`src/rtl/riscv_pkg.sv`:
```
// Shared EX-stage encodings: ALU control codes, MDU op codes and the
// iterative sequencer's state type.
package riscv_pkg;

  localparam logic [3:0] ALU_ADD  = 4'b0000;
  localparam logic [3:0] ALU_SUB  = 4'b0001;
  localparam logic [3:0] ALU_SLL  = 4'b0010;
  localparam logic [3:0] ALU_SLT  = 4'b0011;
  localparam logic [3:0] ALU_SLTU = 4'b0100;
  localparam logic [3:0] ALU_XOR  = 4'b0101;
  localparam logic [3:0] ALU_SRL  = 4'b0110;
  localparam logic [3:0] ALU_SRA  = 4'b0111;
  localparam logic [3:0] ALU_OR   = 4'b1000;
  localparam logic [3:0] ALU_AND  = 4'b1001;

  localparam logic [1:0] MDU_MUL  = 2'b00;
  localparam logic [1:0] MDU_DIVU = 2'b01;
  localparam logic [1:0] MDU_REMU = 2'b10;

  typedef enum logic [1:0] {
    IDLE = 2'b00,
    RUN  = 2'b01,
    DONE = 2'b10
  } state_t;

  // Reserved op 2'b11 runs as MUL, so only the two divide codes count here.
  function automatic logic mdu_is_div(input logic [1:0] op);
    return (op == MDU_DIVU) || (op == MDU_REMU);
  endfunction

endpackage

```
`src/rtl/alu_mdu_seq_if.sv`:
```
// Bundle between the EX stage (requester plus shared ALU) and the MDU sequencer.
// Handshake: start is sampled only while busy=0; flush wins over start; done is a
// one-cycle pulse with result valid in that cycle, and result holds until the next
// accepted start.
interface alu_mdu_seq_if
  import riscv_pkg::*;
#(
  parameter int WIDTH = 32
);
  logic             start;
  logic [1:0]       op;
  logic [WIDTH-1:0] src_a;
  logic [WIDTH-1:0] src_b;
  logic             flush;
  logic             busy;
  logic             done;
  logic [WIDTH-1:0] result;
  logic [WIDTH-1:0] alu_a;
  logic [WIDTH-1:0] alu_b;
  logic [3:0]       alu_ctrl;
  logic [WIDTH-1:0] alu_out;
  state_t           state;

  modport slave (
    input  start, op, src_a, src_b, flush, alu_out,
    output busy, done, result, alu_a, alu_b, alu_ctrl, state
  );

  modport master (
    output start, op, src_a, src_b, flush, alu_out,
    input  busy, done, result, alu_a, alu_b, alu_ctrl, state
  );

endinterface

```
`src/rtl/mdu_step.sv`:
```
// One radix-2 iteration: shift-add multiply or restoring unsigned divide.
// x = acc/rem, y = mcand/divisor, z = mplier/quo.
module mdu_step
  import riscv_pkg::*;
#(
  parameter int WIDTH = 32
) (
  input  logic             is_div,
  input  logic [WIDTH-1:0] x,
  input  logic [WIDTH-1:0] y,
  input  logic [WIDTH-1:0] z,
  input  logic [WIDTH-1:0] alu_out,
  output logic [WIDTH-1:0] alu_a,
  output logic [WIDTH-1:0] alu_b,
  output logic [3:0]       alu_ctrl,
  output logic [WIDTH-1:0] x_next,
  output logic [WIDTH-1:0] y_next,
  output logic [WIDTH-1:0] z_next
);

  logic [WIDTH-1:0] rs;
  logic             carry;
  logic             take;

  always_comb begin
    rs       = {x[WIDTH-2:0], z[WIDTH-1]};
    carry    = x[WIDTH-1];
    // The bit shifted out of rem is the implicit MSB of the partial remainder.
    take     = carry || (rs >= y);
    alu_a    = x;
    alu_b    = y;
    alu_ctrl = ALU_ADD;
    x_next   = z[0] ? alu_out : x;
    y_next   = y << 1;
    z_next   = z >> 1;
    if (is_div) begin
      alu_a    = rs;
      alu_b    = y;
      alu_ctrl = ALU_SUB;
      x_next   = take ? alu_out : rs;
      y_next   = y;
      z_next   = {z[WIDTH-2:0], take};
    end
  end

endmodule

```
`src/rtl/alu_mdu_seq.sv`:
```
// Iterative MUL/DIVU/REMU sequencer that borrows the EX-stage ALU for one
// add or subtract per cycle, WIDTH cycles per operation.
module alu_mdu_seq
  import riscv_pkg::*;
#(
  parameter int WIDTH = 32,
  parameter int CNT_W = 5
) (
  input  logic          clk,
  input  logic          reset,
  alu_mdu_seq_if.slave  bus
);

  localparam logic [CNT_W-1:0] CNT_LAST = CNT_W'(WIDTH - 1);

  state_t           state;
  state_t           state_next;
  logic [CNT_W-1:0] cnt;
  logic [1:0]       op_q;
  logic [WIDTH-1:0] x_q;
  logic [WIDTH-1:0] y_q;
  logic [WIDTH-1:0] z_q;
  logic [WIDTH-1:0] result_q;

  logic             op_div;
  logic             div_zero;
  logic             accept;
  logic [WIDTH-1:0] step_a;
  logic [WIDTH-1:0] step_b;
  logic [3:0]       step_ctrl;
  logic [WIDTH-1:0] x_next;
  logic [WIDTH-1:0] y_next;
  logic [WIDTH-1:0] z_next;

  assign op_div   = mdu_is_div(bus.op);
  assign div_zero = op_div && (bus.src_b == '0);
  assign accept   = (state == IDLE) && bus.start && !bus.flush;

  mdu_step #(.WIDTH(WIDTH)) u_step (
    .is_div   (mdu_is_div(op_q)),
    .x        (x_q),
    .y        (y_q),
    .z        (z_q),
    .alu_out  (bus.alu_out),
    .alu_a    (step_a),
    .alu_b    (step_b),
    .alu_ctrl (step_ctrl),
    .x_next   (x_next),
    .y_next   (y_next),
    .z_next   (z_next)
  );

  always_ff @(posedge clk or posedge reset) begin
    if (reset) state <= IDLE;
    else       state <= state_next;
  end

  always_comb begin
    state_next   = state;
    bus.busy     = 1'b0;
    bus.done     = 1'b0;
    bus.alu_a    = '0;
    bus.alu_b    = '0;
    bus.alu_ctrl = ALU_ADD;
    unique case (state)
      IDLE: begin
        if (accept) state_next = div_zero ? DONE : RUN;
      end
      RUN: begin
        bus.busy     = 1'b1;
        bus.alu_a    = step_a;
        bus.alu_b    = step_b;
        bus.alu_ctrl = step_ctrl;
        if (cnt == CNT_LAST) state_next = DONE;
      end
      DONE: begin
        bus.busy   = 1'b1;
        bus.done   = 1'b1;
        state_next = IDLE;
      end
      default: state_next = IDLE;
    endcase
    if (bus.flush) state_next = IDLE;
  end

  always_ff @(posedge clk or posedge reset) begin
    if (reset) begin
      cnt      <= '0;
      op_q     <= MDU_MUL;
      x_q      <= '0;
      y_q      <= '0;
      z_q      <= '0;
      result_q <= '0;
    end else if (accept) begin
      cnt  <= '0;
      op_q <= bus.op;
      x_q  <= '0;
      y_q  <= op_div ? bus.src_b : bus.src_a;
      z_q  <= op_div ? bus.src_a : bus.src_b;
      if (div_zero) result_q <= (bus.op == MDU_DIVU) ? '1 : bus.src_a;
    end else if ((state == RUN) && !bus.flush) begin
      cnt <= cnt + CNT_W'(1);
      x_q <= x_next;
      y_q <= y_next;
      z_q <= z_next;
      if (cnt == CNT_LAST) result_q <= (op_q == MDU_DIVU) ? z_next : x_next;
    end
  end

  assign bus.result = result_q;
  assign bus.state  = state;

endmodule

```
`src/flat_wrapper.sv`:
```
// flat-port wrapper written by rule: the top's interface ports become plain ports
module alu_mdu_seq_flat import riscv_pkg::*;
#(
  parameter int WIDTH = 32,
  parameter int CNT_W = 5
)
  (clk, reset, bus_start, bus_op, bus_src_a, bus_src_b, bus_flush, bus_alu_out, bus_busy, bus_done, bus_result, bus_alu_a, bus_alu_b, bus_alu_ctrl, bus_state);
  alu_mdu_seq_if #(.WIDTH(WIDTH)) bus_i ();
  input  logic clk;
  input  logic reset;
  input wire logic [$bits(bus_i.start)-1:0] bus_start;
  input wire logic [$bits(bus_i.op)-1:0] bus_op;
  input wire logic [$bits(bus_i.src_a)-1:0] bus_src_a;
  input wire logic [$bits(bus_i.src_b)-1:0] bus_src_b;
  input wire logic [$bits(bus_i.flush)-1:0] bus_flush;
  input wire logic [$bits(bus_i.alu_out)-1:0] bus_alu_out;
  output wire logic [$bits(bus_i.busy)-1:0] bus_busy;
  output wire logic [$bits(bus_i.done)-1:0] bus_done;
  output wire logic [$bits(bus_i.result)-1:0] bus_result;
  output wire logic [$bits(bus_i.alu_a)-1:0] bus_alu_a;
  output wire logic [$bits(bus_i.alu_b)-1:0] bus_alu_b;
  output wire logic [$bits(bus_i.alu_ctrl)-1:0] bus_alu_ctrl;
  output wire logic [$bits(bus_i.state)-1:0] bus_state;
  assign bus_i.start = bus_start;
  assign bus_i.op = bus_op;
  assign bus_i.src_a = bus_src_a;
  assign bus_i.src_b = bus_src_b;
  assign bus_i.flush = bus_flush;
  assign bus_i.alu_out = bus_alu_out;
  assign bus_busy = bus_i.busy;
  assign bus_done = bus_i.done;
  assign bus_result = bus_i.result;
  assign bus_alu_a = bus_i.alu_a;
  assign bus_alu_b = bus_i.alu_b;
  assign bus_alu_ctrl = bus_i.alu_ctrl;
  assign bus_state = bus_i.state;
  alu_mdu_seq #(.WIDTH(WIDTH), .CNT_W(CNT_W)) u_core (.clk(clk), .reset(reset), .bus(bus_i));
endmodule
```
`config.mk`:
```
export PLATFORM = sky130hd
export DESIGN_NAME = alu_mdu_seq_flat
export DESIGN_NICKNAME = d
export VERILOG_FILES = /design/src/rtl/riscv_pkg.sv /design/src/rtl/alu_mdu_seq_if.sv /design/src/rtl/mdu_step.sv /design/src/rtl/alu_mdu_seq.sv /design/src/flat_wrapper.sv
export SDC_FILE = /design/constraint.sdc
export NUM_CORES = 1
export LEC_CHECK = 0
export CELL_PAD_IN_SITES_DETAIL_PLACEMENT = 0
export CELL_PAD_IN_SITES_GLOBAL_PLACEMENT = 2
export CORE_UTILIZATION = 28
export CTS_BUF_LIST = sky130_fd_sc_hd__clkbuf_4
export DETAILED_ROUTE_END_ITERATION = 6
export GPL_TIMING_DRIVEN = 0
export PLACE_DENSITY = 0.83
export SYNTH_ARGS = -nofsm -noshare
export SYNTH_HDL_FRONTEND = slang
export SYNTH_SLANG_ARGS = --single-unit
```
`constraint.sdc`:
```
create_clock -name clk -period 5.8 [get_ports clk]
set_input_delay 1.16 -clock clk [delete_from_list [all_inputs] [get_ports clk]]
set_output_delay 1.16 -clock clk [all_outputs]
set_load 0.1 [all_outputs]
```
Word level (Yosys, flattened, before mapping)
Cells that the tools add are included.
- bits of input ports: 102
- word-level logic and storage cells: 69
- bits in registers: 137
- reductions and logical operators: 16
- magnitude comparators: 1
- multiplexer cells: 33
- $add $sub $neg: 1
- equal/unequal tests: 11
- operator list (kind ; number):
    $mux W32 ; 22
    $ge A32 B32 Y1 ; 1
    $logic_not A32 Y1 ; 1
    $mux W5 ; 2
    $mux W2 ; 4
    $eq A2 B1 Y1 const B ; 3
    $eq A2 B2 Y1 const B ; 3
    $ne A3 B2 Y1 const B ; 2
    $add A5 B1 Y5 const B ; 1
    $eq A5 B5 Y1 const B ; 1
    $logic_and A1 B1 Y1 ; 4
    $mux W1 ; 4
    $ne A2 B1 Y1 const B ; 2
    $pmux W2 S2 ; 1
    $reduce_and A2 Y1 ; 2
    $reduce_bool A2 Y1 ; 2
    $logic_or A1 B1 Y1 ; 3
    $reduce_and A3 Y1 ; 1
    $logic_not A2 Y1 ; 1
    $reduce_or A2 Y1 ; 1
    $logic_not A1 Y1 ; 1

Depth between registers and ports, before layout
Gate-level depths: netlist of the first run.
- word-level depth: 8
- mapped depth: 12
- gate-level depth less buffers: 9

Cells and area by module
Synthesis of the first run repeated with hierarchy kept, for this count alone.
- cells, all modules: 1464
- area, all modules: 11738.8 sq um
- by module, submodules not included (module ; sequential area each (sq um) ; area each (sq um) ; cells an instance ; times used):
    alu_mdu_seq ; 3428.3 ; 8310.5 ; 1012 ; 1
    mdu_step ; 0.0 ; 3428.3 ; 452 ; 1

Least setup slack after synthesis of the first run
No wires, ideal clock.
- path kind: register to output
- from: register u_core.op_q[0]
- to: output bus_alu_a[0]
- buffers on the path: 3
- required time: 4640 ps
- cell stages (with the launch flop): 7
- data arrival time: 3090 ps
- path slack: 1550 ps
- cell sequence: dfrtp_1 > ha_1 > clkbuf_1 > clkbuf_1 > buf_1 > mux2i_1 > nor2b_1
- word-level cells in the longest chain between the ends: 4
- elaborated cells on any way between the ends: 5
- RTL lines (item ; line ; source):
    from (decl) ; alu_mdu_seq.sv:19 ; logic [1:0] op_q;
    from (signal assigned) ; alu_mdu_seq.sv:96 ; op_q <= bus.op;
    $eq A2 B1 Y1 / $eq A2 B2 Y1 (equally long branches) ; riscv_pkg.sv:28 ; return (op == MDU_DIVU) || (op == MDU_REMU);
    $logic_or A1 B1 Y1 (*) ; riscv_pkg.sv:28 ;
    $mux W32 (*) ; mdu_step.sv:36 ; if (is_div) begin
    $mux W32 (*) ; alu_mdu_seq.sv:65 ; unique case (state)
    to (decl) ; flat_wrapper.sv:20 ; output wire logic [$bits(bus_i.alu_a)-1:0] bus_alu_a;
Mark *: on every way between the ends. The rest lies on a longest branch, timed or not.

Worst setup path after layout of the first run
- from: register u_core.op_q[0]
- to: output bus_alu_a[28]
The elaborated chain is that of the path after synthesis.

==> results.sh, run 1 <==
export IMPL_outcome="complete, no violations"
export IMPL_worst_pin_slew_ns=1.03
export IMPL_cts_max_level=4
export IMPL_cpMaxStageDelayCell="clkdlybuf4s50_1"
export IMPL_cts_tree="built"
export IMPL_fmax_mhz=178
export IMPL_worstPathCellList="ha_1 > clkbuf_1 > clkbuf_1 > clkbuf_1 > mux2i_1 > nor2b_1 > clkdlybuf4s50_1"
export IMPL_numPortBuffers=202
export IMPL_switching_share_pct=54.2
export IMPL_cp_top_family="buffers and inverters"
export IMPL_nNetsFinal=1589
export IMPL_start_kind="flip-flop"
export IMPL_dr_pass1_iters=5
export IMPL_avgSynthCellArea_um2=8.56
export IMPL_synth_cells=1224
export IMPL_crit_type="flip-flop to output port"
export IMPL_seq_power_share_pct=26.6
export IMPL_core_area_um2=36700
export IMPL_wire_per_inst_um=23.1
export IMPL_path_clk_slew_ns=0.13
export IMPL_synthTopCellsByCount="137 x dfrtp_1, 108 x a21oi_1, 108 x mux2i_1, 108 x nand2_1, 81 x nor2_1"
export IMPL_dieArea_um2=38200
export IMPL_syn_cell_area_um2=10500
export IMPL_hold_viol_final=0
export IMPL_synth_xor_area_share_pct=0.251
export IMPL_ys_warn_count=0
export IMPL_vias_per_cell=5.47
export IMPL_cp_end_kind="output port"
export IMPL_synth_fa_ha_area_share_pct=4.66
export IMPL_drc=0
export IMPL_arrival_ns=4.47
export IMPL_grt_pass1_vias=10634
export IMPL_critPathRequiredTime_ns=4.64
export IMPL_wirelength_um=44600
export IMPL_synthToLayoutAreaGrowth_pct=28.5
export IMPL_synthFlopType="dfrtp_1"
export IMPL_synth_edf_count=0
export IMPL_fillers=3812
export IMPL_cts_made_buffers=17
export IMPL_synth_top_area_share_pct=32.7
export IMPL_overflow=0
export IMPL_critPathBufInv=4
export IMPL_cap_violations=0
export IMPL_synth_mux_area_fraction_pct=13.0
export IMPL_finalCritPeriodShare_pct=97.1
export IMPL_stdcell_area_um2=13500
export IMPL_p_switching_mw=3.39
export IMPL_clock_sinks=137
export IMPL_async_flop_share_pct=100
export IMPL_pwr_density_cell_nw_per_um2=464
export IMPL_utilization_pct=36.7
export IMPL_dpl_hpwl_um=34100
export IMPL_rsz0062_at_grt="false"
export IMPL_dp_cells=1897
export IMPL_cts_root_buf="clkbuf_4"
export IMPL_placementRows=70
export IMPL_p_comb_share_pct=62.5
export IMPL_synth_most_common_cell="dfrtp_1"
export IMPL_gp_congestion=0.893
export IMPL_min_path_type="flip-flop to flip-flop"
export IMPL_slew_viol_final=0
export IMPL_cts_setup_buffers=0
export IMPL_instances_no_fill=1930
export IMPL_antenna_found_initial=1
export IMPL_drive_gt1_share_pct=8.28
export IMPL_period_needed_ns=5.63
export IMPL_setup_viol=0
export IMPL_crit_fanout=10
export IMPL_first_iter_violations=755
export IMPL_p_leak_nw=5.99
export IMPL_slew_headroom_pct=31.1
export IMPL_detail_route_antenna_nets=0
export IMPL_power_frac_clock_pct=10.9
export IMPL_vias=10565
export IMPL_clock_latency_ns=0.59
export IMPL_grt_max_degree=80
export IMPL_synthSimpleGateAreaFrac_pct=19.5
export IMPL_cpPeakStageDelay_ns=1.16
export IMPL_p_int_mw=2.86
export IMPL_crit_top_cell="clkbuf_1"
export IMPL_synth_compound_area_share_pct=23.8
export IMPL_vdd_drop_max_v=0.000260
export IMPL_grtUsageTotal_pct=23.3
export IMPL_die_h_um=195
export IMPL_grt_pass1_wl_um=66600
export IMPL_cts_buffer_depth=2
export IMPL_synth_seq_cells=137
export IMPL_yosysTopAreaCell="dfrtp_1"
export IMPL_pin_count=206
export IMPL_dpl_cell_area_um2=13100
export IMPL_start_util_pct=28.5
export IMPL_synth_top_family_by_area="compound AO/OA/AOI/OAI gates"
export IMPL_holdWs_ns=0.513
export IMPL_setup_tns_ns=0
export IMPL_fin_skew_ns=0.0312
export IMPL_die_x_um=195
export IMPL_synth_cell_types=54
export IMPL_synth_area_leaders="dfrtp_1 33%, mux2i_1 10%, a21oi_1 5.2%"
export IMPL_synth_seq_area_share_pct=32.7
## cells in the final DEF (no fill, tap or decap), types with 5 or more instances in the layout
master             n
nor3b_1            6
buf_4             10
a21oi_1          108
o21ai_0           47
o41ai_2           30
ha_1              39
a31oi_1           59
dfrtp_1          137
nand3_1           33
mux2i_1          108
buf_1              7
nor4_1             6
mux2_2            25
dlymetal6s2s_1    21
nand2_1          108
nor2_1            81
nor2b_1           61
clkbuf_4          17
buf_2              9
clkdlybuf4s50_1  181
nand4_1            5
inv_1             39
nor3_1            26
clkbuf_1          77
a211oi_1          32
and2_1            64
a21boi_1          29
o31ai_1           30
## metrics by stage
| stage | worst slack (ns) | power, mW |
|---|---|---|
| 6_report | 0.171 | 6.25 |
| 2_1_floorplan | 0.972 | 4.26 |
| 3_3_place_gp | -1.75 | 5.44 |
| 3_5_place_dp | 0.678 | 5.51 |
| 5_1_grt | 0.000194 | 6.63 |
| 4_1_cts | 0.0210 | 6.20 |
## power by group through the flow
| stage | Combinational (mW) | Clock, mW | Sequential, mW |
|---|---|---|---|
| final | 3.90 | 0.682 | 1.66 |
| after global routing | 4.20 | 0.728 | 1.71 |
| after CTS | 3.86 | 0.690 | 1.65 |
| after detailed placement | 3.84 | 0 | 1.67 |
| after global placement | 3.78 | 0 | 1.66 |
| after floorplan | 2.74 | 0 | 1.52 |
## final cells by class
type	instances	area [µm²]	area share, %
antenna	1	2.50	0.0186
multi-input combinational	941	6420	47.7
clock buffer	17	128	0.948
timing repair buffer	203	2100	15.6
tap	468	586	4.35
inverter	40	155	1.15
sequential	137	3430	25.5
buffer	108	490	3.64
clock inverter	15	150	1.12
## path summary, 6_finish.rpt
kind / start / end / slack (ns) / cells after the start
worst max-delay path: u_core.op_q[0] / bus_alu_a[28] / 0.17 / 7
worst min-delay path: u_core.op_q[0] / u_core.op_q[0] / 0.51 / 2
worst max register to register: u_core.x_q[14] / u_core.bus.result[27] / 2.59 / 9
worst min register to register: u_core.op_q[0] / u_core.op_q[0] / 0.51 / 2
max in group asynchronous: reset / u_core.z_q[13] / 3.92 / 3
min in group asynchronous: reset / u_core.bus.state[0] / 1.02 / 2
## repair_timing
action	in CTS	in global routing
hold endpoints to repair	0	0
gates resized for setup	0	23
hold buffers	0	0
setup endpoints to repair	0	21
## registers in the layout, indices dropped and copies added, names as in the netlist
| name | count |
|---|---|
| u_core.bus.result | 32 |
| u_core.bus.state | 2 |
| u_core.cnt | 5 |
| u_core.op_q | 2 |
| u_core.x_q | 32 |
| u_core.y_q | 32 |
| u_core.z_q | 32 |
## layer usage
metal,global-route usage [%],share of wire [%],routed length (µm),vias up
met5,0,0,0,-
met4,8.28,3.1,1400,0
met3,3.44,6.7,2980,78
met2,36.8,45,20100,450
met1,32.1,45,20100,5177
li1,-,-,-,4860
## cells by family after synthesis
logic type,count (synthesis)
AOI/OAI and AO/OA,355
xor gates and xnor gates,3
adders and majority gates,39
buffers and inverters,148
DFF,137
muxes,133
other,1
and+or+nand+nor,408
## worst min-delay path, stage by stage (launching register included)
cell	delay, ns
dfrtp_1	0.37
nand2_1	0.06
nand2_1	0.06
Power figures use the tool's default switching activity.
==> run 2: changes to the inputs <==
--- a/config.mk
+++ b/config.mk
@@ -11,7 +11,8 @@
 export CTS_BUF_LIST = sky130_fd_sc_hd__clkbuf_4
 export DETAILED_ROUTE_END_ITERATION = 6
 export GPL_TIMING_DRIVEN = 0
-export PLACE_DENSITY = 0.83
+export PLACE_DENSITY = 0.84
+export SLEW_MARGIN = 20
 export SYNTH_ARGS = -nofsm -noshare
 export SYNTH_HDL_FRONTEND = slang
 export SYNTH_SLANG_ARGS = --single-unit
==> results.sh, run 2 (same netlist as run 1, synthesis figures left out) <==
export IMPL_setup_viol=0
export IMPL_core_area_um2=36700
export IMPL_placementRows=70
export IMPL_outcome="complete, no violations"
export IMPL_clock_sinks=137
export IMPL_r2r_start="u_core.x_q[8]"
export IMPL_die_h_um=195
export IMPL_min_delay_path_depth=2
export IMPL_crit_fanout=10
export IMPL_utilization_pct=36.6
export IMPL_cts_made_buffers=17
export IMPL_die_x_um=195
export IMPL_detail_route_antenna_nets=0
export IMPL_cts_max_level=4
export IMPL_dp_cells=1897
export IMPL_min_to="u_core.bus.result[26]"
export IMPL_numPortBuffers=202
export IMPL_slew_headroom_pct=29.0
export IMPL_worst_pin_slew_ns=1.06
export IMPL_path_clk_slew_ns=0.13
export IMPL_rsz0062_at_grt="false"
export IMPL_hold_viol_final=0
export IMPL_setup_tns_ns=0
export IMPL_cts_buffer_depth=2
export IMPL_wirelength_um=44200
export IMPL_grt_max_degree=74
export IMPL_drive_gt1_share_pct=8.35
export IMPL_dieArea_um2=38200
export IMPL_min_from="u_core.bus.result[26]"
export IMPL_first_iter_violations=840
export IMPL_drc=0
export IMPL_gp_congestion=0.908
export IMPL_p_leak_nw=5.81
export IMPL_stdcell_area_um2=13400
export IMPL_grt_pass1_vias=10448
export IMPL_dr_pass1_iters=5
export IMPL_dpl_cell_area_um2=13100
export IMPL_worstRegToRegCells=9
export IMPL_synthToLayoutAreaGrowth_pct=28.2
export IMPL_p_total_mw=6.21
export IMPL_period_needed_ns=5.56
export IMPL_wire_per_inst_um=22.9
export IMPL_cts_setup_buffers=0
export IMPL_nNetsFinal=1589
export IMPL_finalCritPeriodShare_pct=95.9
export IMPL_min_path_type="flip-flop to flip-flop"
export IMPL_cts_root_buf="clkbuf_4"
export IMPL_cp_end_kind="output port"
export IMPL_slew_viol_final=0
export IMPL_overflow=0
export IMPL_pwr_density_cell_nw_per_um2=462
export IMPL_vias=10525
export IMPL_instances_no_fill=1931
export IMPL_vdd_drop_max_v=0.000239
export IMPL_timing_rr_end="u_core.x_q[26]"
export IMPL_grtUsageTotal_pct=22.8
export IMPL_clock_latency_ns=0.60
export IMPL_cap_violations=0
export IMPL_crit_type="flip-flop to output port"
export IMPL_pin_count=206
export IMPL_dpl_hpwl_um=34100
export IMPL_cts_tree="built"
export IMPL_antenna_found_initial=1
export IMPL_fmax_mhz=180
export IMPL_fin_skew_ns=0.0354
export IMPL_critPathRequiredTime_ns=4.64
export IMPL_rrSetupSlack_ns=2.56
export IMPL_final_cell_mix="190 x clkdlybuf4s50_1, 137 x dfrtp_1, 108 x nand2_1, 108 x mux2i_1, 108 x a21oi_1"
export IMPL_vias_per_cell=5.45
export IMPL_arrival_ns=4.40
export IMPL_start_kind="flip-flop"
export IMPL_grt_pass1_wl_um=65000
export IMPL_start_util_pct=28.5
export IMPL_final_common_cell="clkdlybuf4s50_1"
-- run 2: worst max-delay path by stage --
stage / end / start / depth (start not counted)
finish: bus_alu_a[28] / u_core.op_q[0] / 7
floorplan: u_core.bus.result[0] / reset / 1
CTS: bus_alu_a[6] / u_core.op_q[0] / 7
global route: bus_alu_a[27] / u_core.op_q[0] / 7
global placement: u_core.y_q[14] / reset / 2
detailed placement: bus_alu_a[13] / u_core.op_q[0] / 7
-- run 2: metal layers --
metal / vias to the layer above / track usage, % / part of all wire (%) / wire [µm]
met2: 466 / 36.9 / 46 / 20300
met5: - / 0 / 0 / 0
met1: 5125 / 30.9 / 45 / 19700
met3: 66 / 3.68 / 7.0 / 3090
met4: 0 / 7.06 / 2.5 / 1100
li1: 4868 / - / - / -
-- run 2: critical path, stage by stage (launching register included) --
cell	delay (ns)
dfrtp_1	0.41
ha_1	0.28
clkbuf_1	0.38
clkbuf_1	0.52
clkbuf_1	0.74
mux2i_1	0.18
nor2b_1	0.15
clkdlybuf4s50_1	1.17
-- run 2: per-stage QoR --
stage | hold slack (ns) | worst slack [ns]
finish | 0.510 | 0.237
global route | 0.549 | 0.0222
CTS | 0.517 | 0.00566
detailed placement | 0.481 | 0.706
global placement | 0.472 | -1.72
floorplan | 0.452 | 0.972
-- run 2: timing repair --
action	4_1_cts	5_1_grt
endpoints found under the setup margin	0	12
gates resized for setup	0	12
hold buffers	0	0
-- run 2: final cells by class --
cell class                 count  area [µm²]
clock buffer                  17         128
inverter                      40         158
sequential                   137        3430
antenna                        2        5.00
timing repair buffer         203        2080
fill                        3759       23300
tap                          468         586
buffer                       108         484
multi-input combinational    941        6420
clock inverter                15         140
-- run 2: power by group --
part           total [mW]  switching (mW)  internal, mW
Clock               0.663           0.443         0.220
Sequential           1.66           0.411          1.25
Combinational        3.88            2.53          1.35
Total                6.21            3.38          2.82
==> run 3: changes to the inputs <==
--- a/config.mk
+++ b/config.mk
@@ -10,7 +10,6 @@
 export CORE_UTILIZATION = 28
 export CTS_BUF_LIST = sky130_fd_sc_hd__clkbuf_4
 export DETAILED_ROUTE_END_ITERATION = 6
-export GPL_TIMING_DRIVEN = 0
 export PLACE_DENSITY = 0.84
 export SLEW_MARGIN = 20
 export SYNTH_ARGS = -nofsm -noshare
==> results.sh, run 3 (same netlist as run 1, synthesis figures left out) <==
export IMPL_period_needed_ns=4.80
export IMPL_stdcell_area_um2=13100
export IMPL_p_leak_nw=5.49
export IMPL_grt_pass1_wl_um=59400
export IMPL_grtUsageTotal_pct=20.2
export IMPL_synthToLayoutAreaGrowth_pct=25.3
export IMPL_first_iter_violations=604
export IMPL_cp_top_family="buffers and inverters"
export IMPL_arrival_ns=3.64
export IMPL_cap_violations=0
export IMPL_vias=9849
export IMPL_grt_pass1_vias=9707
export IMPL_gp_congestion=0.824
export IMPL_cts_made_buffers=17
export IMPL_worstPathCellList="ha_4 > buf_4 > mux2i_1 > nor2b_1 > clkdlybuf4s50_1"
export IMPL_hold_viol_final=0
export IMPL_start_util_pct=28.5
export IMPL_final_common_cell="clkdlybuf4s50_1"
export IMPL_slew_headroom_pct=28.5
export IMPL_cts_setup_buffers=0
export IMPL_final_cell_mix="202 x clkdlybuf4s50_1, 136 x dfrtp_1, 108 x nand2_1, 108 x mux2i_1, 107 x a21oi_1"
export IMPL_cts_root_buf="clkbuf_4"
export IMPL_dpl_cell_area_um2=12800
export IMPL_path_clk_slew_ns=0.16
export IMPL_antenna_found_initial=1
export IMPL_dieArea_um2=38200
export IMPL_vias_per_cell=5.35
export IMPL_core_area_um2=36700
export IMPL_clock_latency_ns=0.59
export IMPL_dpl_hpwl_um=27000
export IMPL_numPortBuffers=202
export IMPL_crit_type="flip-flop to output port"
export IMPL_grt_max_degree=79
export IMPL_critPathRequiredTime_ns=4.64
export IMPL_outcome="complete, no violations"
export IMPL_cts_buffer_depth=2
export IMPL_slew_viol_final=0
export IMPL_worst_pin_slew_ns=1.07
export IMPL_cp_end_kind="output port"
export IMPL_placementRows=70
export IMPL_setup_viol=0
export IMPL_cpPeakStageDelay_ns=1.14
export IMPL_wirelength_um=38600
export IMPL_drc=0
export IMPL_postCtsHoldBufs=0
export IMPL_start_kind="flip-flop"
export IMPL_wire_per_inst_um=21.0
export IMPL_clock_sinks=137
export IMPL_fmax_mhz=208
export IMPL_rsz0062_at_grt="false"
export IMPL_holdWs_ns=0.539
export IMPL_rrSetupSlack_ns=2.15
export IMPL_setup_tns_ns=0
export IMPL_finalCritPeriodShare_pct=82.7
export IMPL_ctsResizeCount=0
export IMPL_detail_route_antenna_nets=0
export IMPL_critPathBufInv=2
export IMPL_drive_gt1_share_pct=9.25
export IMPL_die_x_um=195
export IMPL_cts_tree="built"
export IMPL_pin_count=206
export IMPL_overflow=0
export IMPL_die_h_um=195
export IMPL_min_path_type="flip-flop to flip-flop"
export IMPL_pwr_density_cell_nw_per_um2=459
export IMPL_crit_fanout=59
export IMPL_fin_skew_ns=0.0371
export IMPL_cpMaxStageDelayCell="clkdlybuf4s50_1"
export IMPL_dr_pass1_iters=5
export IMPL_vdd_drop_max_v=0.000331
export IMPL_cts_max_level=4
export IMPL_nNetsFinal=1501
run 3: changes by cell type in the layout (fill, tap and decap cells not counted), sizes merged:
cell / before / now
dlymetal6s2s: 12 / 0
clkinvlp: 4 / 1
buf: 31 / 21
clkbuf: 95 / 17
clkdlybuf4s50: 190 / 202
bufinv: 1 / 0
inv: 47 / 53
clkinv: 3 / 1
diode: 2 / 1
run 3: stage by stage:
| stage | utilization [%] | power (mW) | cells | setup WS (ns) |
|---|---|---|---|---|
| 2_1_floorplan | - | 4.26 | 1226 | 0.972 |
| 3_3_place_gp | 35.0 | 5.30 | 1809 | 1.38 |
| 3_5_place_dp | 35.0 | 5.34 | 1809 | 1.22 |
| 4_1_cts | 35.7 | 6.02 | 1841 | 0.901 |
| 5_1_grt | 35.8 | 6.43 | 1842 | 0.756 |
| 6_report | 35.8 | 6.02 | 1842 | 1.00 |
run 3: cell type report:
class,instances,area (µm²)
multi-input cells,941,6500
flip-flops and latches,137,3430
diodes,1,2.50
repair buffers,223,2180
fillers,3783,23600
inverters,40,155
well taps,468,586
clock inverters,15,143
clock buffers,17,128
run 3: per-layer routing:
| layer | wire length [µm] | GRT usage (%) | vias to the layer above |
|---|---|---|---|
| met1 | 18400 | 28.2 | 4820 |
| met5 | 0 | 0 | - |
| li1 | - | - | 4692 |
| met4 | 621 | 5.31 | 0 |
| met3 | 1850 | 2.85 | 34 |
| met2 | 17800 | 32.6 | 303 |
run 3: worst register-to-register path: stages (launching register included):
cell,delay (ns)
dfrtp_1,0.55
ha_1,0.38
a21oi_1,0.13
o21ai_0,0.15
a221oi_2,0.32
o21a_1,0.17
buf_4,0.41
nand2_1,0.58
buf_4,0.44
a21boi_1,0.28
o41ai_2,0.11
run 3: path summary, 6_finish.rpt:
kind / end / startpoint / cells past startpoint
max in group asynchronous: u_core.z_q[0] / reset / 3
worst max-delay path: bus_alu_a[28] / u_core.op_q[0] / 5
min in group asynchronous: u_core.z_q[26] / reset / 2
worst max register to register: u_core.bus.result[13] / u_core.x_q[26] / 10
worst min register to register: u_core.cnt[4] / u_core.cnt[4] / 2
worst min-delay path: u_core.cnt[4] / u_core.cnt[4] / 2
run 3: power breakdown:
part / internal, mW / switching [mW]
clock network: 0.196 / 0.460
registers: 1.25 / 0.499
logic: 1.33 / 2.28
